$ cat src/rtl/disp_scan.sv
// disp_scan: four-digit multiplexed 7-segment scan controller.
// A prescaler holds each digit for DIV clocks, and the digit index walks 0..3.
// New values are double-buffered and only reach the display at a frame boundary.
// Optional build macro: DISP_SCAN_LZ_BLANK_EN turns on leading-zero blanking of
// digits 3..1. Digit 0 is always lit.
module disp_scan #(
    parameter int DIV   = 50000,
    parameter int DIV_W = 16
) (
    input  logic        clk,
    input  logic        rst_n,
    input  logic        load,
    input  logic [15:0] value,
    input  logic [3:0]  dots,
    output logic [3:0]  x,
    output logic        dot,
    output logic [3:0]  an,
    output logic        frame_tick,
    output logic        upd_done
);

    localparam logic [DIV_W-1:0] CNT_MAX = DIV_W'(DIV - 1);

    logic [DIV_W-1:0] cnt_q, cnt_d;
    logic [1:0]       idx_q, idx_d;
    logic [15:0]      active_q, active_d;
    logic [3:0]       active_dots_q, active_dots_d;
    logic [15:0]      pend_val_q, pend_val_d;
    logic [3:0]       pend_dots_q, pend_dots_d;
    logic             pend_flag_q, pend_flag_d;
    logic             upd_done_q, upd_done_d;

    logic             cnt_wrap;
    logic             boundary;

    assign cnt_wrap = (cnt_q == CNT_MAX);
    // The last cycle of digit 3 is the only point where the active buffer may change.
    assign boundary = cnt_wrap && (idx_q == 2'd3);

    // Next-state logic: prescaler, digit index and buffer transfer.
    always_comb begin
        cnt_d         = cnt_wrap ? '0 : cnt_q + DIV_W'(1);
        idx_d         = cnt_wrap ? idx_q + 2'd1 : idx_q;
        active_d      = active_q;
        active_dots_d = active_dots_q;
        pend_val_d    = pend_val_q;
        pend_dots_d   = pend_dots_q;
        pend_flag_d   = pend_flag_q;
        upd_done_d    = 1'b0;
        if (load && boundary) begin
            // A load that coincides with the boundary goes straight to the display.
            active_d      = value;
            active_dots_d = dots;
            pend_flag_d   = 1'b0;
            upd_done_d    = 1'b1;
        end else if (load) begin
            // A later load in the same frame simply overwrites the earlier one.
            pend_val_d    = value;
            pend_dots_d   = dots;
            pend_flag_d   = 1'b1;
        end else if (boundary && pend_flag_q) begin
            active_d      = pend_val_q;
            active_dots_d = pend_dots_q;
            pend_flag_d   = 1'b0;
            upd_done_d    = 1'b1;
        end
    end

    // State registers with asynchronous active-low reset.
    always_ff @(posedge clk or negedge rst_n) begin
        if (!rst_n) begin
            cnt_q         <= '0;
            idx_q         <= 2'd0;
            active_q      <= 16'h0000;
            active_dots_q <= 4'h0;
            pend_val_q    <= 16'h0000;
            pend_dots_q   <= 4'h0;
            pend_flag_q   <= 1'b0;
            upd_done_q    <= 1'b0;
        end else begin
            cnt_q         <= cnt_d;
            idx_q         <= idx_d;
            active_q      <= active_d;
            active_dots_q <= active_dots_d;
            pend_val_q    <= pend_val_d;
            pend_dots_q   <= pend_dots_d;
            pend_flag_q   <= pend_flag_d;
            upd_done_q    <= upd_done_d;
        end
    end

    // Outputs are decoded only from registers, so no input reaches an output combinationally.
    assign x          = active_q[{idx_q, 2'b00} +: 4];
    assign dot        = active_dots_q[idx_q];
    assign frame_tick = boundary;
    assign upd_done   = upd_done_q;

`ifdef DISP_SCAN_LZ_BLANK_EN
    logic [3:0] blank_mask;

    // Digit 0 is never blanked, so "0" is still visible for a zero value.
    assign blank_mask[0] = 1'b0;

    // Blank a digit whose nibble and all higher nibbles are zero and whose dot is off.
    generate
        for (genvar gi = 1; gi < 4; gi++) begin : g_blank
            assign blank_mask[gi] = (active_q[15:4*gi] == '0) && !active_dots_q[gi];
        end
    endgenerate

    assign an = ~(4'b0001 << idx_q) | blank_mask;
`else
    assign an = ~(4'b0001 << idx_q);
`endif

endmodule

$ cat config.mk
export PLATFORM = sky130hd
export DESIGN_NAME = disp_scan
export DESIGN_NICKNAME = d
export VERILOG_FILES = /design/src/rtl/disp_scan.sv
export SDC_FILE = /design/constraint.sdc
export NUM_CORES = 1
export LEC_CHECK = 0
export BUFFER_PORTS_ARGS = -buffer_cell sky130_fd_sc_hd__buf_2
export CAP_MARGIN = 10
export CORE_MARGIN = 5
export CORE_UTILIZATION = 50
export DETAILED_ROUTE_END_ITERATION = 10
export GPL_TIMING_DRIVEN = 0
export PLACE_DENSITY = 0.72
export REMOVE_ABC_BUFFERS = 1
export SETUP_SLACK_MARGIN = 0.5
export SLEW_MARGIN = 40
export SYNTH_ARGS = -nofsm -noshare
export SYNTH_HDL_FRONTEND = slang
export SYNTH_SLANG_ARGS = --single-unit
$ cat constraint.sdc
create_clock -name clk -period 2.6 [get_ports clk]
set_input_delay 0.52 -clock clk [delete_from_list [all_inputs] [get_ports clk]]
set_output_delay 0.52 -clock clk [all_outputs]
set_load 0.01 [all_outputs]
==> run summary <==
Distinct cells, synth - 34
Kind of critical path - register to output pin
Tcrit/Tclk final - 97.7%
Clk root buf - clkbuf_8
Die Ht - 85.9 um
Worst-path fanout max - 3
Final min period - 2.54 ns
CTS hold repair buffers - 0
Row cnt - 27
Die area - 0.00738 sq mm
Clock Power Share - 43.4%
Least-Margin Pin Slew - 0.846 ns
Nets@finish - 333
PortBufs - 33
Worst hold path class - input pin to async pin
DRT iter0 DRCs - 251
Number of fill cells - 423
Async S/R FF share, synth - 100%
Initial Utilization - 52.0%
Leading cell type in the layout, fill and taps excluded - dfrtp_1
Syn Std Cell Area - 0.00288 sq mm
Max_cap viols - 0
Mean Syn Cell Area - 11.3 sq um
Status - finished, final reports clean
Post-Place Worst Slack - -0.626 ns
Post-Syn Instances - 255
Num ports - 34
RSZ-0062 raised after global routing - yes
Critical Path End Type - output pin
P_leak - 1.58 nW
Worst EP required - 2.08 ns
Pwr Density - 538 mW/mm^2
Bufs on Longest Clock Path - 2
Internal - 0.00153 W
P&R area growth vs syn - 27.8%
Fmax achieved - 0.394 GHz
Die X - 85.9 um
H-tree Lvls - 3
Synth Warn # - 0
Core Box Area - 0.00554 sq mm
CTS tree - built
Vias/cell - 5.86
Commonest non-fill, non-tap cells in the layout - dfrtp_1 (58), nand3_1 (33), buf_2 (32), mux2_4 (20), nand2_1 (19)
Sink Count - 60
Final Hold Fails - 0
Critical Path AT - 2.02 ns
Post-route cell area - 0.00368 sq mm
Antenna violations before repair - 0
Final WS setup - 0.0596 ns
Worst clock skew - 0.00815 ns
Ys flop type - dfrtp_1
Fraction of the yosys area taken by sequential cells - 52.1%
First-pass GRT wire length - 11.2 mm
Flops & latches, synth - 60
Maximum VDD drop - 0.326 mV
EDFF count, synth - 0
Num CTS Buffers - 9
Drt wl/cell - 19.5 um
Wirelength, routed - 7.43 mm
Reg power frac - 49.8%
DR pass1 iterations - 4
Total GRT Usage - 20.0%
Largest net degree at the start of global routing - 61
Slew Limit Fails - 0
Final setup fails - 0
DRC errors left - 0
Vias in the first global route - 2166
Via count - 2240
Worst-path clk slew - 0.07 ns
Clk_lat worst skew - 0.34 ns
Detailed Place HPWL - 3.76 mm
GPL Wtd Cong - 0.780
GR Overflow Total - 0
Worst slew margin - 43.6%
Gate power share - 6.8%
Critical Path Source Type - register
Antenna diodes - 0
Placed Area - 0.00304 sq mm
Antenna Nets Post-Route - 0
Net Sw Frac - 23.0%
Share of layout cells above drive strength 1 - 38.4%
WHS - 0.137 ns
Reported net switching power - 0.000456 W
==> registers in the layout (all words and copies together) (netlist names) <==
name           flops
active_dots_q      4
active_q          16
cnt_q             16
idx_q              2
pend_dots_q        4
pend_flag_q        1
pend_val_q        16
upd_done           1
==> what timing repair did <==
action                                 4_1_cts  5_1_grt
endpoints found under the hold margin        0        0
gates cloned                                 3        2
pin swaps                                    2        2
setup endpoints to repair                   53       52
resized for setup                           14       45
buffers inserted                            11        7
==> routing by layer <==
layer	part of all wire (%)	track usage, %	vias up	routed length, um
met5	0	0	-	0
met4	1.4	8.63	0	102
met3	5.9	4.23	10	436
met2	50	31.2	71	3700
met1	43	26.9	1126	3190
li1	-	-	1033	-
==> through the flow <==
step	cells	util, %	total power (W)	TNS (ns)
after floorplan	237	-	0.00103	-0.402
after global placement	342	54.5	0.00109	-16.90
after detailed placement	343	54.9	0.00109	-16.48
after CTS	373	61.7	0.00195	0
after global routing	382	66.4	0.00206	0
final	382	66.4	0.00198	0
==> worst paths after layout <==
kind / endpoint / from / slack (ns) / depth (start not counted)
max: frame_tick / cnt_q[4] / 0.06 / 4
min: upd_done / rst_n / 0.14 / 1
max reg2reg: pend_val_q[12] / cnt_q[4] / 0.23 / 6
min reg2reg: cnt_q[0] / cnt_q[0] / 0.46 / 1
max in group asynchronous: idx_q[0] / rst_n / 2.04 / 1
min in group clk: pend_val_q[0] / value[0] / 0.43 / 2
==> Yosys cell counts (2+ instances only) <==
master / number / area, sq um
nor2_1: 11 / 41.3
nor3b_1: 3 / 22.5
clkbuf_1: 8 / 30.0
inv_1: 9 / 33.8
nand3_1: 38 / 190
o21ai_0: 2 / 10.0
ha_1: 5 / 62.6
buf_2: 4 / 20.0
buf_6: 4 / 45.0
xnor2_1: 8 / 70.1
mux2_1: 20 / 225
a32oi_1: 18 / 158
nand4_1: 6 / 37.5
dfrtp_1: 60 / 1500
nor3_1: 2 / 10.0
mux4_2: 5 / 113
nand2_1: 24 / 90.1
or4b_1: 2 / 20.0
xor2_1: 5 / 43.8
o22a_1: 2 / 17.5
and4_1: 3 / 26.3
a21oi_1: 2 / 10.0
nor2b_1: 3 / 18.8
==> worst max-delay path, stage by stage (launching register included) <==
cell and delay (ns):
dfrtp_1 0.40, or4b_4 0.53, or4_4 0.57, clkinv_8 0.08, buf_6 0.09
==> cells by family (layout without fill, tap and decap cells) <==
kind of cell | count (synthesis) | after routing | share of synthesized area (%)
xor gates and xnor gates | 13 | 13 | 3.95
DFF | 60 | 60 | 52.1
and+or+nand+nor | 98 | 102 | 17.3
adders and majority gates | 5 | 5 | 2.17
buffers and inverters | 28 | 79 | 5.30
AOI/OAI and AO/OA | 25 | 25 | 7.08
muxes | 26 | 26 | 12.1
==> power by group through the flow <==
stage	Sequential, W	Clock, W	Combinational [W]
detailed placement	0.00100	0	0.0000929
global placement	0.000999	0	0.0000889
floorplan	0.000996	0	0.0000384
CTS	0.000984	0.000873	0.0000976
finish	0.000987	0.000861	0.000134
global route	0.000989	0.000919	0.000147
==> area by class of cell <==
class                      count  area, sq um  share of cell area (%)
clock buffer                  12          155                    4.21
timing repair inverter         1         11.3                   0.306
sequential                    60         1500                    40.9
tap                           72         90.1                    2.45
clock inverter                 4         47.5                    1.29
inverter                      10         50.0                    1.36
multi-input combinational    171         1470                    39.8
timing repair buffer          52          357                    9.69
Power figures use the tool's default switching activity.
